### config.mk
export PLATFORM = sky130hd
export DESIGN_NAME = tl_source_tracker
export DESIGN_NICKNAME = d
export VERILOG_FILES = /design/src/rtl/tl_source_tracker.sv
export SDC_FILE = /design/constraint.sdc
export NUM_CORES = 1
export LEC_CHECK = 0
export ABC_AREA = 1
export ABC_CLOCK_PERIOD_IN_PS = 18300
export BUFFER_PORTS_ARGS = -buffer_cell sky130_fd_sc_hd__buf_2
export CAP_MARGIN = 40
export CORE_ASPECT_RATIO = 1.5
export CORE_MARGIN = 4
export CORE_UTILIZATION = 41
export CTS_CLUSTER_DIAMETER = 150
export DETAILED_ROUTE_END_ITERATION = 12
export PLACE_DENSITY = 0.61
export SYNTH_ARGS = -nofsm -noshare
export SYNTH_HDL_FRONTEND = slang
export SYNTH_SLANG_ARGS = --single-unit
### constraint.sdc
create_clock -name clock -period 18.3 [get_ports clock]
set_clock_uncertainty 0.05 [all_clocks]
set_input_delay 0.915 -clock clock [delete_from_list [all_inputs] [get_ports clock]]
set_output_delay 0.915 -clock clock [all_outputs]
set_load 0.01 [all_outputs]
### src/rtl/tl_source_tracker.sv
// Passive per-source TileLink A/D transaction tracker.
// Records each fired A request by source ID, checks every fired D beat against the
// recorded entry, and flags duplicate sources, orphan responses, opcode/size mismatches,
// illegal A opcodes and timeouts. All outputs are registered (one cycle after the fire edge).
module tl_source_tracker #(
   parameter int SOURCE_BITS = 4,
   parameter int SIZE_BITS   = 3,
   parameter int BEAT_BYTES  = 8,
   parameter int TIMEOUT     = 1023
) (
   input  logic                   clock,
   input  logic                   reset_n,
   input  logic                   a_valid,
   input  logic                   a_ready,
   input  logic [2:0]             a_opcode,
   input  logic [SIZE_BITS-1:0]   a_size,
   input  logic [SOURCE_BITS-1:0] a_source,
   input  logic                   d_valid,
   input  logic                   d_ready,
   input  logic [2:0]             d_opcode,
   input  logic [SIZE_BITS-1:0]   d_size,
   input  logic [SOURCE_BITS-1:0] d_source,
   output logic                   err_valid,
   output logic [2:0]             err_code,
   output logic [SOURCE_BITS-1:0] err_source,
   output logic [SOURCE_BITS:0]   inflight,
   output logic [7:0]             err_count
);

   localparam int NSRC   = 2**SOURCE_BITS;
   localparam int LOG_BB = $clog2(BEAT_BYTES);
   localparam int BEAT_W = 2**SIZE_BITS + 1;
   localparam logic [15:0] TO_MAX  = 16'(TIMEOUT);
   localparam logic [15:0] TO_LAST = 16'(TIMEOUT - 1);

   localparam logic [2:0] E_NONE     = 3'd0;
   localparam logic [2:0] E_DUP_SRC  = 3'd1;
   localparam logic [2:0] E_ORPHAN_D = 3'd2;
   localparam logic [2:0] E_BAD_OPC  = 3'd3;
   localparam logic [2:0] E_BAD_SIZE = 3'd4;
   localparam logic [2:0] E_TIMEOUT  = 3'd5;
   localparam logic [2:0] E_ILLEGAL  = 3'd6;

   // Expected D opcode for a given A opcode (6/7 never reach the table).
   function automatic logic [2:0] exp_opc_f(input logic [2:0] opc);
      case (opc)
         3'd0, 3'd1:       return 3'd0;
         3'd2, 3'd3, 3'd4: return 3'd1;
         default:          return 3'd2;
      endcase
   endfunction

   // Number of D beats: data responses span the transfer size in BEAT_BYTES beats, min 1.
   function automatic logic [BEAT_W-1:0] beats_f(input logic [2:0] eopc,
                                                 input logic [SIZE_BITS-1:0] sz);
      logic [BEAT_W-1:0] b;
      b = BEAT_W'(1);
      if (eopc == 3'd1 && int'(sz) > LOG_BB) b = BEAT_W'(1) << (int'(sz) - LOG_BB);
      return b;
   endfunction

   logic                  pending_q [NSRC];
   logic                  pending_d [NSRC];
   logic [2:0]            exp_opc_q [NSRC];
   logic [2:0]            exp_opc_d [NSRC];
   logic [SIZE_BITS-1:0]  size_q    [NSRC];
   logic [SIZE_BITS-1:0]  size_d    [NSRC];
   logic [BEAT_W-1:0]     beats_q   [NSRC];
   logic [BEAT_W-1:0]     beats_d   [NSRC];
   logic [15:0]           age_q     [NSRC];
   logic [15:0]           age_d     [NSRC];

   logic                   err_valid_q, err_valid_d;
   logic [2:0]             err_code_q, err_code_d;
   logic [SOURCE_BITS-1:0] err_source_q, err_source_d;
   logic [SOURCE_BITS:0]   inflight_q, inflight_d;
   logic [7:0]             err_count_q, err_count_d;

   logic                   a_fire, d_fire, d_retire, to_hit;
   logic [2:0]             d_code, a_code;
   logic [SOURCE_BITS-1:0] to_src;
   logic [1:0]             n_err;
   logic [8:0]             count_sum;

   // Table update and error selection: D is applied before A so a retiring beat frees the slot.
   always_comb begin
      a_fire   = a_valid & a_ready;
      d_fire   = d_valid & d_ready;
      d_code   = E_NONE;
      a_code   = E_NONE;
      d_retire = 1'b0;
      to_hit   = 1'b0;
      to_src   = '0;
      for (int i = 0; i < NSRC; i++) begin
         pending_d[i] = pending_q[i];
         exp_opc_d[i] = exp_opc_q[i];
         size_d[i]    = size_q[i];
         beats_d[i]   = beats_q[i];
         age_d[i]     = age_q[i];
      end

      if (d_fire) begin
         if (!pending_q[d_source]) begin
            d_code = E_ORPHAN_D;
         end else begin
            if (d_opcode != exp_opc_q[d_source])  d_code = E_BAD_OPC;
            else if (d_size != size_q[d_source])  d_code = E_BAD_SIZE;
            if (beats_q[d_source] == BEAT_W'(1)) begin
               pending_d[d_source] = 1'b0;
               d_retire            = 1'b1;
            end else begin
               beats_d[d_source] = beats_q[d_source] - BEAT_W'(1);
            end
         end
      end

      // Ageing; the timeout fires once, on the transition into the saturated value.
      for (int i = 0; i < NSRC; i++) begin
         if (pending_q[i] && age_q[i] != TO_MAX) age_d[i] = age_q[i] + 16'd1;
         if (pending_q[i] && age_q[i] == TO_LAST && !to_hit &&
             !(d_retire && d_source == SOURCE_BITS'(i))) begin
            to_hit = 1'b1;
            to_src = SOURCE_BITS'(i);
         end
      end

      if (a_fire) begin
         if (a_opcode[2:1] == 2'b11) begin
            a_code = E_ILLEGAL;
         end else if (pending_d[a_source]) begin
            a_code = E_DUP_SRC;
         end else begin
            pending_d[a_source] = 1'b1;
            exp_opc_d[a_source] = exp_opc_f(a_opcode);
            size_d[a_source]    = a_size;
            beats_d[a_source]   = beats_f(exp_opc_f(a_opcode), a_size);
            age_d[a_source]     = 16'd0;
         end
      end

      err_valid_d  = 1'b1;
      err_code_d   = E_NONE;
      err_source_d = '0;
      if (d_code != E_NONE) begin
         err_code_d   = d_code;
         err_source_d = d_source;
      end else if (a_code != E_NONE) begin
         err_code_d   = a_code;
         err_source_d = a_source;
      end else if (to_hit) begin
         err_code_d   = E_TIMEOUT;
         err_source_d = to_src;
      end else begin
         err_valid_d  = 1'b0;
      end

      n_err       = {1'b0, d_code != E_NONE} + {1'b0, a_code != E_NONE} + {1'b0, to_hit};
      count_sum   = {1'b0, err_count_q} + {7'd0, n_err};
      err_count_d = count_sum[8] ? 8'hff : count_sum[7:0];

      inflight_d = '0;
      for (int i = 0; i < NSRC; i++) inflight_d = inflight_d + {{SOURCE_BITS{1'b0}}, pending_d[i]};
   end

   // State and registered outputs; asynchronous clear.
   always_ff @(posedge clock or negedge reset_n) begin
      if (!reset_n) begin
         for (int i = 0; i < NSRC; i++) begin
            pending_q[i] <= 1'b0;
            exp_opc_q[i] <= '0;
            size_q[i]    <= '0;
            beats_q[i]   <= '0;
            age_q[i]     <= '0;
         end
         err_valid_q  <= 1'b0;
         err_code_q   <= '0;
         err_source_q <= '0;
         inflight_q   <= '0;
         err_count_q  <= '0;
      end else begin
         for (int i = 0; i < NSRC; i++) begin
            pending_q[i] <= pending_d[i];
            exp_opc_q[i] <= exp_opc_d[i];
            size_q[i]    <= size_d[i];
            beats_q[i]   <= beats_d[i];
            age_q[i]     <= age_d[i];
         end
         err_valid_q  <= err_valid_d;
         err_code_q   <= err_code_d;
         err_source_q <= err_source_d;
         inflight_q   <= inflight_d;
         err_count_q  <= err_count_d;
      end
   end

   assign err_valid  = err_valid_q;
   assign err_code   = err_code_q;
   assign err_source = err_source_q;
   assign inflight   = inflight_q;
   assign err_count  = err_count_q;

endmodule
### After elaboration in Yosys (flattened, before gate mapping)

Cells that the tools add are included.

| operators by class | value |
|---|---|
| add/subtract/negate cells | 36 |
| magnitude comparators | 5 |
| equal/unequal tests | 56 |
| shifts and indexed selects | 1 |
| multiplexer cells | 121 |
| bitwise logic cells | 11 |
| reductions and logical operators | 120 |

Operator list:

| kind | count |
|---|---|
| 2-to-1 mux 144 bit | 6 |
| 2-to-1 mux 256 bit | 3 |
| 2-to-1 mux 16 bit | 23 |
| bitwise mux 144 bit | 2 |
| adder 16 x 1 -> 16 bit (second input constant) | 16 |
| bitwise AND 256 bit | 1 |
| == test 16 x 10 -> 1 bit (second input constant) | 16 |
| inequality test 16 x 10 -> 1 bit (second input constant) | 16 |
| inverter 256 bit | 1 |
| bitwise mux 48 bit | 2 |
| logical AND 1 bit | 82 |
| demux 9 bit (select 4 bit) | 2 |
| 2-to-1 mux 9 bit | 8 |
| 2-to-1 mux 4 bit | 17 |
| demux 16 bit (select 4 bit) | 1 |
| adder 5 x 1 -> 5 bit | 11 |
| 2-to-1 mux 3 bit | 17 |
| binary-select mux 9 bit (select 4 bit) | 1 |
| == test 4 bit (second input constant) | 8 |
| left shift 1 x 32 -> 9 bit (first input constant) | 1 |
| logical NOT 1 bit | 31 |
| 2-to-1 mux 1 bit | 30 |
| binary-select mux 3 bit (select 4 bit) | 2 |
| bitwise AND 16 bit | 1 |
| other kinds (36) | 52 |

| storage, ports and cells | value |
|---|---|
| bits in registers | 533 |
| input bits | 26 |
| output and inout bits | 21 |
| word-level logic and storage cells | 435 |

### Depth between registers and ports, before layout

Gate-level depths: netlist (run 1).

| logic depth | value |
|---|---|
| word-level depth | 75 |
| mapped depth | 38 |
| mapped depth without buffers | 34 |

### Worst setup path after synthesis (run 1)

Ideal clock, no wire load.

| timing | value |
|---|---|
| kind | input-to-reg |
| start | input d_source[0] |
| end | register inflight_q[4], in the netlist inflight[4] |
| library setup time | 0.064 ns |
| arrival time | 7.156 ns |
| slack | 11.030 ns |
| cell stages on the path | 36 |
| buffers on the path | 6 |
| cells stage by stage | buf_4 -> nor2_1 -> clkbuf_1 -> clkbuf_1 -> nand2_1 -> a31o_2 -> nand4_1 -> clkbuf_1 -> ha_1 -> nand2_1 -> nor2_4 -> nand2_4 -> nor2_8 -> inv_2 -> o21ai_2 -> nand2_1 -> o2111ai_1 -> nand2_1 -> nand3_2 -> nand2_1 -> inv_2 -> nand2_1 -> buf_2 -> buf_2 -> nand2_1 -> fa_1 -> inv_1 -> fa_1 -> fa_1 -> inv_1 -> fa_1 -> ha_1 -> inv_1 -> fa_1 -> nor2_1 -> o21a_1 |

RTL lines:

| what | line | text |
|---|---|---|
| start: declaration | 22 | `input logic [SOURCE_BITS-1:0] d_source,` |
| end signal: assignment | 191 | `inflight_q <= inflight_d;` |
| end: declaration | 76 | `logic [SOURCE_BITS:0] inflight_q, inflight_d;` |

==> results.yml, run 1 <==
final_layout:
  num-fill-cells: 6752
  fraction_of_final_layout_cells_sized_beyond_drive_strength_1_pct: 10.1
  area_delta_synth_final_pct: 12.1
  final_cell_count_no_fill: 4613
  layout.nets: 3754
  postLayoutCellArea_um2: 31700
synth:
  syn-cell-area_um2: 28300
  top_ff_cell_synth: "sky130_fd_sc_hd__dfrtp_1"
  yosys_warnings: 0
  syn-instance-count: 3650
  yosys.cell_types.count: 50
  net_count_synth: 3731
  ys_ff_latch: 517
  yosysSeqAreaShare_pct: 45.8
  number_of_synthesized_flops_with_an_enable_pin: 0
  syn_area_per_cell_um2: 7.74
  postSynth.asyncResetShare_pct: 100
status:
  outcome: "finished, final reports clean"
clock_tree:
  cts_buffers: 54
  cts.hold.buffers_added: 0
  worst_skew_pair.late_latency_ns: 0.62
  clock_tree.htree_level_count: 2
  worst_setup_hold_path_clk_slew_ns: 0.06
  ctsResizeCount: 0
  numClockSinks: 517
  cts_max_path_buffers: 3
  cts_setup_buffers: 0
  tritoncts: "done"
  cts_root_buf: "sky130_fd_sc_hd__clkbuf_16"
drt:
  postRouteWirelength_um: 79900
  number_of_vias_in_the_routed_layout: 24056
  detailedRoute.firstIterationViolations: 1750
  vias_per_cell: 5.21
  drt-pass1-iter-count: 5
  drcViolationCount: 0
  postRouteAntennaNets: 0
  post_drt_wl_per_cell_um: 17.3
sta:
  worst_slew_pin_slew_ns: 0.837
  layout_worst_path_cycle_share_pct: 47.8
  achievable_clock_frequency_ghz: 0.114
  final-setup-viol-count: 0
  fin_setup_tns_ns: 0
  timing.final.max_slew_violations: 0
  period_minus_slack_ns: 8.75
  worst_slack_ns: 9.55
  grt_setup_unrepaired: "false"
  worst_slew_margin_rel_pct: 44.1
  timing_hold_violations_final: 0
placement:
  dp.cells: 4508
  gp_congestion: 0.964
  portBuffers: 46
  place.detailed.hpwl_um: 56300
  preCtsSetupSlack_ns: 9.07
  dpl_cell_area_um2: 29700
floorplanning:
  initial_core_utilization_pct: 41.5
  floorplan.rows: 117
  die_w_um: 222
  boundaryPins: 47
  chipHeight_um: 330
  design.core.area_um2: 68100
  dieArea_um2: 73300
critical_path:
  timing.critical_path.required_ns: 18.80
  slowest_stage: "sky130_fd_sc_hd__nand4_1"
  cp_slowest_stage_delay_ns: 0.64
  setup.worst_path.class: "in -> reg"
  critical-path-top-cell-by-count: "sky130_fd_sc_hd__fa_1"
  arrival_ns: 9.26
  worstReg2RegStart: "beats_q[0]"
  worst_setup_path_end_kind: "flop"
  setup.worst_path.start: "d_source[0]"
  critPathMaxFanout: 40
  start_kind: "primary input"
pwr:
  total_leakage_power_nw: 15.9
  ir_drop_mv: 0.0723
  power.density_nw_per_um2: 128
  power.total_mw: 4.04
global_routing:
  antenna_found_initial: 3
  grt_max_degree: 97
  grt_first_pass_wirelength_um: 129000
  grt_pass1_vias: 23913
  grt_overflow_total: 0
  total_global_routing_track_utilization_pct: 21.7
flow_run:
  cap_violations: 0
worst_hold_path:
  hold_path.class: "in -> async"
## area by class of cell
class	instances	area [µm²]	share of cell area, %
Tap cell	892	1120	3.52
Antenna cell	3	7.51	0.0237
Clock inverter	31	379	1.20
Clock buffer	70	1540	4.85
Timing Repair Buffer	105	950	3.00
Multi-Input combinational cell	2473	12800	40.4
Inverter	522	1960	6.19
Sequential cell	517	12900	40.9
## report_power, final
group          total [mW]  switching [mW]  internal [mW]
combinational        1.16           0.683          0.474
clock                1.19           0.487          0.707
sequential           1.69           0.249           1.44
## sequential cells by signal (all words and copies together), names as in the netlist
name and count:
exp_opc_q 32, err_valid 1, err_source 4, size_q 48
pending_q 16, err_count 8, beats_q 144, err_code 3
age_q 256, inflight 5
## critical path: cells and delay by family
| family | cells | cell delay, ns |
|---|---|---|
| fa+ha+maj | 7 | 3.15 |
| simple gates | 11 | 2.37 |
| buf+inv | 8 | 1.61 |
| compound gates | 6 | 1.16 |
## cell families after synthesis
logic type | share of synthesized area (%)
flops | 45.8
compound gates | 12.1
simple gates | 26.3
buf+inv | 9.14
fa+ha+maj | 2.75
xor+xnor | 3.87
## metal layers
metal / track usage [%] / vias to the layer above / routed length [µm]
met2: 39.0 / 646 / 40300
li1: - / 11825 / -
met5: 0 / - / 0
met1: 25.0 / 11343 / 31000
met4: 11.7 / 0 / 4760
met3: 3.31 / 242 / 3810
## layout by cell type (no fill, tap or decap), types with 5 or more instances in the layout
master / n
sky130_fd_sc_hd__inv_1: 469
sky130_fd_sc_hd__ha_1: 43
sky130_fd_sc_hd__a31oi_1: 11
sky130_fd_sc_hd__buf_8: 9
sky130_fd_sc_hd__o21ai_0: 176
sky130_fd_sc_hd__bufinv_16: 8
sky130_fd_sc_hd__nand2_1: 974
sky130_fd_sc_hd__dfrtp_1: 517
sky130_fd_sc_hd__a21oi_1: 58
sky130_fd_sc_hd__buf_16: 8
sky130_fd_sc_hd__a31o_2: 10
sky130_fd_sc_hd__o21ai_1: 128
sky130_fd_sc_hd__a22oi_1: 55
sky130_fd_sc_hd__nor3_1: 84
sky130_fd_sc_hd__nand4_1: 60
sky130_fd_sc_hd__nor3b_1: 8
sky130_fd_sc_hd__nand3b_1: 12
sky130_fd_sc_hd__clkbuf_8: 6
sky130_fd_sc_hd__inv_2: 51
sky130_fd_sc_hd__nor2_1: 269
sky130_fd_sc_hd__fa_1: 12
sky130_fd_sc_hd__nor4_1: 45
sky130_fd_sc_hd__clkinv_2: 16
sky130_fd_sc_hd__a21o_1: 5
sky130_fd_sc_hd__o211ai_1: 115
sky130_fd_sc_hd__buf_2: 46
sky130_fd_sc_hd__xor2_1: 81
sky130_fd_sc_hd__buf_4: 36
sky130_fd_sc_hd__clkbuf_1: 7
sky130_fd_sc_hd__clkbuf_16: 57
sky130_fd_sc_hd__or2_2: 88
sky130_fd_sc_hd__nand3_1: 148
sky130_fd_sc_hd__nor3_2: 10
sky130_fd_sc_hd__xnor2_1: 40
## path summary, 6_finish.rpt
| kind | cells past startpoint | to | slack [ns] |
|---|---|---|---|
| min in group clock | 2 | size_q[24] | 0.44 |
| hold reg to reg | 2 | size_q[24] | 0.44 |
| setup / recovery | 32 | inflight[4] | 9.55 |
| hold / removal | 1 | age_q[56] | 0.29 |
| setup reg to reg | 29 | inflight[4] | 10.77 |
| max in group asynchronous | 5 | age_q[251] | 15.97 |
## cell usage after synthesis, types with 2 or more instances
library cell	n	area (µm²)
sky130_fd_sc_hd__a211o_1	2	17.5
sky130_fd_sc_hd__a211oi_1	3	22.5
sky130_fd_sc_hd__a21o_1	5	37.5
sky130_fd_sc_hd__a21oi_1	58	290
sky130_fd_sc_hd__a22oi_1	55	413
sky130_fd_sc_hd__a31o_2	10	87.6
sky130_fd_sc_hd__a31oi_1	11	68.8
sky130_fd_sc_hd__and3_1	2	12.5
sky130_fd_sc_hd__buf_1	4	15.0
sky130_fd_sc_hd__buf_2	39	195
sky130_fd_sc_hd__buf_6	7	78.8
sky130_fd_sc_hd__clkbuf_1	87	327
sky130_fd_sc_hd__clkinv_1	2	7.51
sky130_fd_sc_hd__dfrtp_1	517	12900
sky130_fd_sc_hd__fa_1	12	240
sky130_fd_sc_hd__ha_1	43	538
sky130_fd_sc_hd__inv_1	469	1760
sky130_fd_sc_hd__inv_2	51	191
sky130_fd_sc_hd__nand2_1	976	3660
sky130_fd_sc_hd__nand2_4	2	22.5
sky130_fd_sc_hd__nand3_1	148	741
sky130_fd_sc_hd__nand3b_1	12	90.1
sky130_fd_sc_hd__nand4_1	60	375
sky130_fd_sc_hd__nor2_1	270	1010
sky130_fd_sc_hd__nor2_2	2	12.5
sky130_fd_sc_hd__nor2_4	2	22.5
sky130_fd_sc_hd__nor3_1	84	420
sky130_fd_sc_hd__nor3_2	10	100
sky130_fd_sc_hd__nor3b_1	8	60.1
sky130_fd_sc_hd__nor4_1	45	282
sky130_fd_sc_hd__o211ai_1	115	863
sky130_fd_sc_hd__o21ai_0	176	881
sky130_fd_sc_hd__o21ai_1	129	646
sky130_fd_sc_hd__o21ai_2	2	17.5
sky130_fd_sc_hd__o22ai_1	3	18.8
sky130_fd_sc_hd__o31ai_1	2	15.0
sky130_fd_sc_hd__or2_2	88	551
sky130_fd_sc_hd__or3_1	4	25.0
sky130_fd_sc_hd__xnor2_1	42	368
sky130_fd_sc_hd__xor2_1	83	727
## stage by stage
step           util, %  hold slack [ns]
2_1_floorplan        -            0.404
3_3_place_gp      43.0            0.417
3_5_place_dp      43.7            0.424
4_1_cts           46.5            0.304
5_1_grt           46.5            0.337
6_report          46.5            0.287
(Power assumes the default switching activity.)
==> run 2, diff against run 1 <==
- ABC_AREA: 1 -> 0
- ABC_CLOCK_PERIOD_IN_PS: 18300 -> 7520
- PLACE_DENSITY: 0.61 -> 0.63
- clock period: 18.3 -> 7.52 ns (I/O delays scaled with it)
==> run 2 against run 1 <==
  * Via count shrank 16%
  * Area after synthesis down 2.9%
  * Critical path depth is 6 lower
  * Non-clock buffer count grew 19
  * Die area is 2.8% lower
  * Worst setup slack worse by 9.2 ns
  * Largest power group unchanged
  * Clock power increased by 130%
  * Total power grew to 2.6 times the previous value
  * Synthesized cell count decreased by 28%
  * Sequential power rose to 2.8 times the previous value
  * Flip-flop and latch count unchanged
==> results.yml, run 2 <==
critical_path:
  worstReg2RegStart: "beats_q[37]"
  cp_slowest_stage_delay_ns: 0.55
  critical-path-top-cell-by-count: "sky130_fd_sc_hd__fa_1"
  start_kind: "flop"
  timing.rr.end: "inflight[1]"
  worst_setup_path_end_kind: "flop"
  rr_worst_depth: 26
  critPathMaxFanout: 12
  timing.critical_path.required_ns: 7.95
  slowest_stage: "sky130_fd_sc_hd__mux4_2"
  arrival_ns: 7.60
  reg2reg_slack_ns: 0.35
  setup.worst_path.class: "reg -> reg"
pwr:
  clock_power_share_pct: 25.7
  power.net_switching_mw: 3.71
  power.total_mw: 10.4
  seqPwrFrac_pct: 45.0
  sw_frac_of_total_pct: 35.6
  internal_power_mw: 6.71
  ir_drop_mv: 0.198
  power.density_nw_per_um2: 339
  total_leakage_power_nw: 13.2
  p_comb_share_pct: 29.3
sta:
  timing.final.max_slew_violations: 0
  layout_worst_path_cycle_share_pct: 95.3
  timing_hold_violations_final: 0
  period_minus_slack_ns: 7.17
  worst_slack_ns: 0.351
  final-setup-viol-count: 0
  grt_setup_unrepaired: "false"
  worst_slew_pin_slew_ns: 0.904
  worst_slew_margin_rel_pct: 39.6
  achievable_clock_frequency_ghz: 0.139
placement:
  gp_congestion: 0.965
  place.detailed.hpwl_um: 50400
  preCtsSetupSlack_ns: 0.00367
  portBuffers: 46
final_layout:
  num-fill-cells: 6095
  final_common_cell: "sky130_fd_sc_hd__dfrtp_1"
  fraction_of_final_layout_cells_sized_beyond_drive_strength_1_pct: 13.8
  largest_register_ffs: 256
  mostFrequentLayoutCells: "517 x sky130_fd_sc_hd__dfrtp_1, 469 x sky130_fd_sc_hd__nor2_1, 192 x sky130_fd_sc_hd__nand2_1, 170 x sky130_fd_sc_hd__mux2i_1, 162 x sky130_fd_sc_hd__xor2_1"
  largest_registers: "age_q (256), beats_q (144), size_q (48)"
  layout.nets: 2754
  postLayoutCoreUtil_pct: 46.6
  area_delta_synth_final_pct: 11.9
  largest-register: "age_q"
global_routing:
  grt_max_degree: 142
  grt_overflow_total: 0
  grt_first_pass_wirelength_um: 117000
  total_global_routing_track_utilization_pct: 20.5
  grt_pass1_vias: 21263
  antenna_found_initial: 3
worst_hold_path:
  hold-path-endpoint: "err_source[2]"
  hold_path.class: "in -> reg"
  holdCritStartpoint: "a_source[2]"
  hold_path_depth: 3
drt:
  postRouteAntennaNets: 0
  postRouteWirelength_um: 72800
  post_drt_wl_per_cell_um: 20.3
  drt-pass1-iter-count: 8
  vias_per_cell: 5.63
  detailedRoute.firstIterationViolations: 1515
  drcViolationCount: 0
  number_of_vias_in_the_routed_layout: 20220
clock_tree:
  numClockSinks: 517
  tritoncts: "done"
  clock_tree.htree_level_count: 2
  worst_setup_hold_path_clk_slew_ns: 0.07
  cts_buffers: 49
  cts_root_buf: "sky130_fd_sc_hd__clkbuf_16"
  worst_skew_pair.late_latency_ns: 0.60
  cts_max_path_buffers: 3
flow_run:
  cap_violations: 0
floorplanning:
  chipHeight_um: 325
  die_w_um: 219
  initial_core_utilization_pct: 41.6
  floorplan.rows: 115
  dieArea_um2: 71200
  design.core.area_um2: 65900
  boundaryPins: 47
synth:
  syn_area_per_cell_um2: 10.4
  net_count_synth: 2713
  syn-cell-area_um2: 27400
  synthMostInstantiatedCell: "sky130_fd_sc_hd__dfrtp_1"
  ys_top_cells_by_area: "sky130_fd_sc_hd__dfrtp_1 47%, sky130_fd_sc_hd__nor2_1 6.4%, sky130_fd_sc_hd__mux2i_1 6.2%, sky130_fd_sc_hd__mux4_2 5.3%, sky130_fd_sc_hd__xor2_1 5.2%"
  yosysTopAreaCellShare_pct: 47.1
  postSynth.asyncResetShare_pct: 100
  netlist.top_cell.by_area: "sky130_fd_sc_hd__dfrtp_1"
  post_synth_most_frequent_cells: "517 x sky130_fd_sc_hd__dfrtp_1, 470 x sky130_fd_sc_hd__nor2_1, 192 x sky130_fd_sc_hd__nand2_1, 170 x sky130_fd_sc_hd__mux2i_1, 162 x sky130_fd_sc_hd__xor2_1"
  syn-instance-count: 2632
  number_of_synthesized_flops_with_an_enable_pin: 0
  yosys.cell_types.count: 75
  yosysSeqAreaShare_pct: 47.1
  yosys_warnings: 0
  top_ff_cell_synth: "sky130_fd_sc_hd__dfrtp_1"
  ys_ff_latch: 517
status:
  outcome: "finished, final reports clean"
## run 2: cell count changes in the layout (fill, tap and decap cells not counted), sizes merged, moves of 64 or more
cell,previous run,this run
or2,88,17
nor2,275,471
mux4,0,65
inv,524,65
xor2,83,162
mux2i,0,170
o21ai,307,37
o211ai,115,18
nand2,978,193
nor3,95,31
## run 2: timing repair
item | 4_1_cts | 5_1_grt
hold buffers | 1 | 0
setup buffers | 0 | 0
endpoints found under the hold margin | 91 | 0
endpoints found under the setup margin | 0 | 3
resized for setup | 0 | 3
## run 2: final cells by class
type,instances,area (µm²),area share [%]
clock inverters,17,221,0.721
well taps,877,1100,3.57
inverters,65,244,0.795
diodes,2,5.00,0.0163
flip-flops and latches,517,12900,42.1
repair buffers,124,941,3.07
multi-input cells,1916,13700,44.7
clock buffers,75,1530,4.97
## run 2: worst max-delay path: cells and delay by family, from the launching register on
kind            cells  cell delay, ns
buf+inv             9            0.95
simple gates        3            0.51
mux                 2            1.03
fa+ha+maj           7            2.80
compound gates      5            1.35
flops               1            0.37
## run 2: metrics by stage
stage               cells  TNS [ns]  hold WS (ns)  instance area, µm²
floorplan            2632    -0.911        0.0304               27600
global placement     3488         0         0.397               28800
detailed placement   3498         0         0.409               28900
CTS                  3591         0        0.0658               30700
global route         3591         0         0.110               30700
finish               3593         0         0.118               30700
## run 2: cells by family after synthesis
family	share of synthesized area, %
AO/OA/AOI/OAI	7.32
XOR/XNOR	8.23
adder cells (fa/ha/maj)	2.84
buffers and inverters	3.20
flip-flops	47.1
multiplexers	14.0
AND/OR/NAND/NOR	17.3
## run 2: how the worst max path moves through the flow
stage / startpoint / endpoint / slack (ns) / cells past startpoint
floorplan: d_source[0] / inflight[1] / -0.27 / 32
global placement: d_source[0] / inflight[1] / 0.16 / 26
detailed placement: d_source[0] / inflight[1] / 0.004 / 26
CTS: beats_q[37] / inflight[1] / 0.29 / 25
global route: beats_q[37] / inflight[3] / 0.03 / 26
finish: beats_q[37] / inflight[1] / 0.35 / 26
## run 2: power groups by stage
stage / Clock, mW / Combinational (mW) / Sequential, mW
6_report: 2.68 / 3.05 / 4.69
3_5_place_dp: 0 / 3.05 / 4.72
2_1_floorplan: 0 / 2.32 / 4.48
5_1_grt: 2.83 / 3.47 / 4.83
4_1_cts: 2.73 / 3.08 / 4.68
3_3_place_gp: 0 / 2.90 / 4.66
## run 2: layer usage
layer | share of wire [%] | vias up | track usage (%)
met1 | 39 | 10175 | 24.4
met4 | 5.7 | 2 | 10.1
met3 | 4.6 | 231 | 2.91
li1 | - | 9249 | -
met5 | 0.016 | - | 0
met2 | 51 | 563 | 35.9
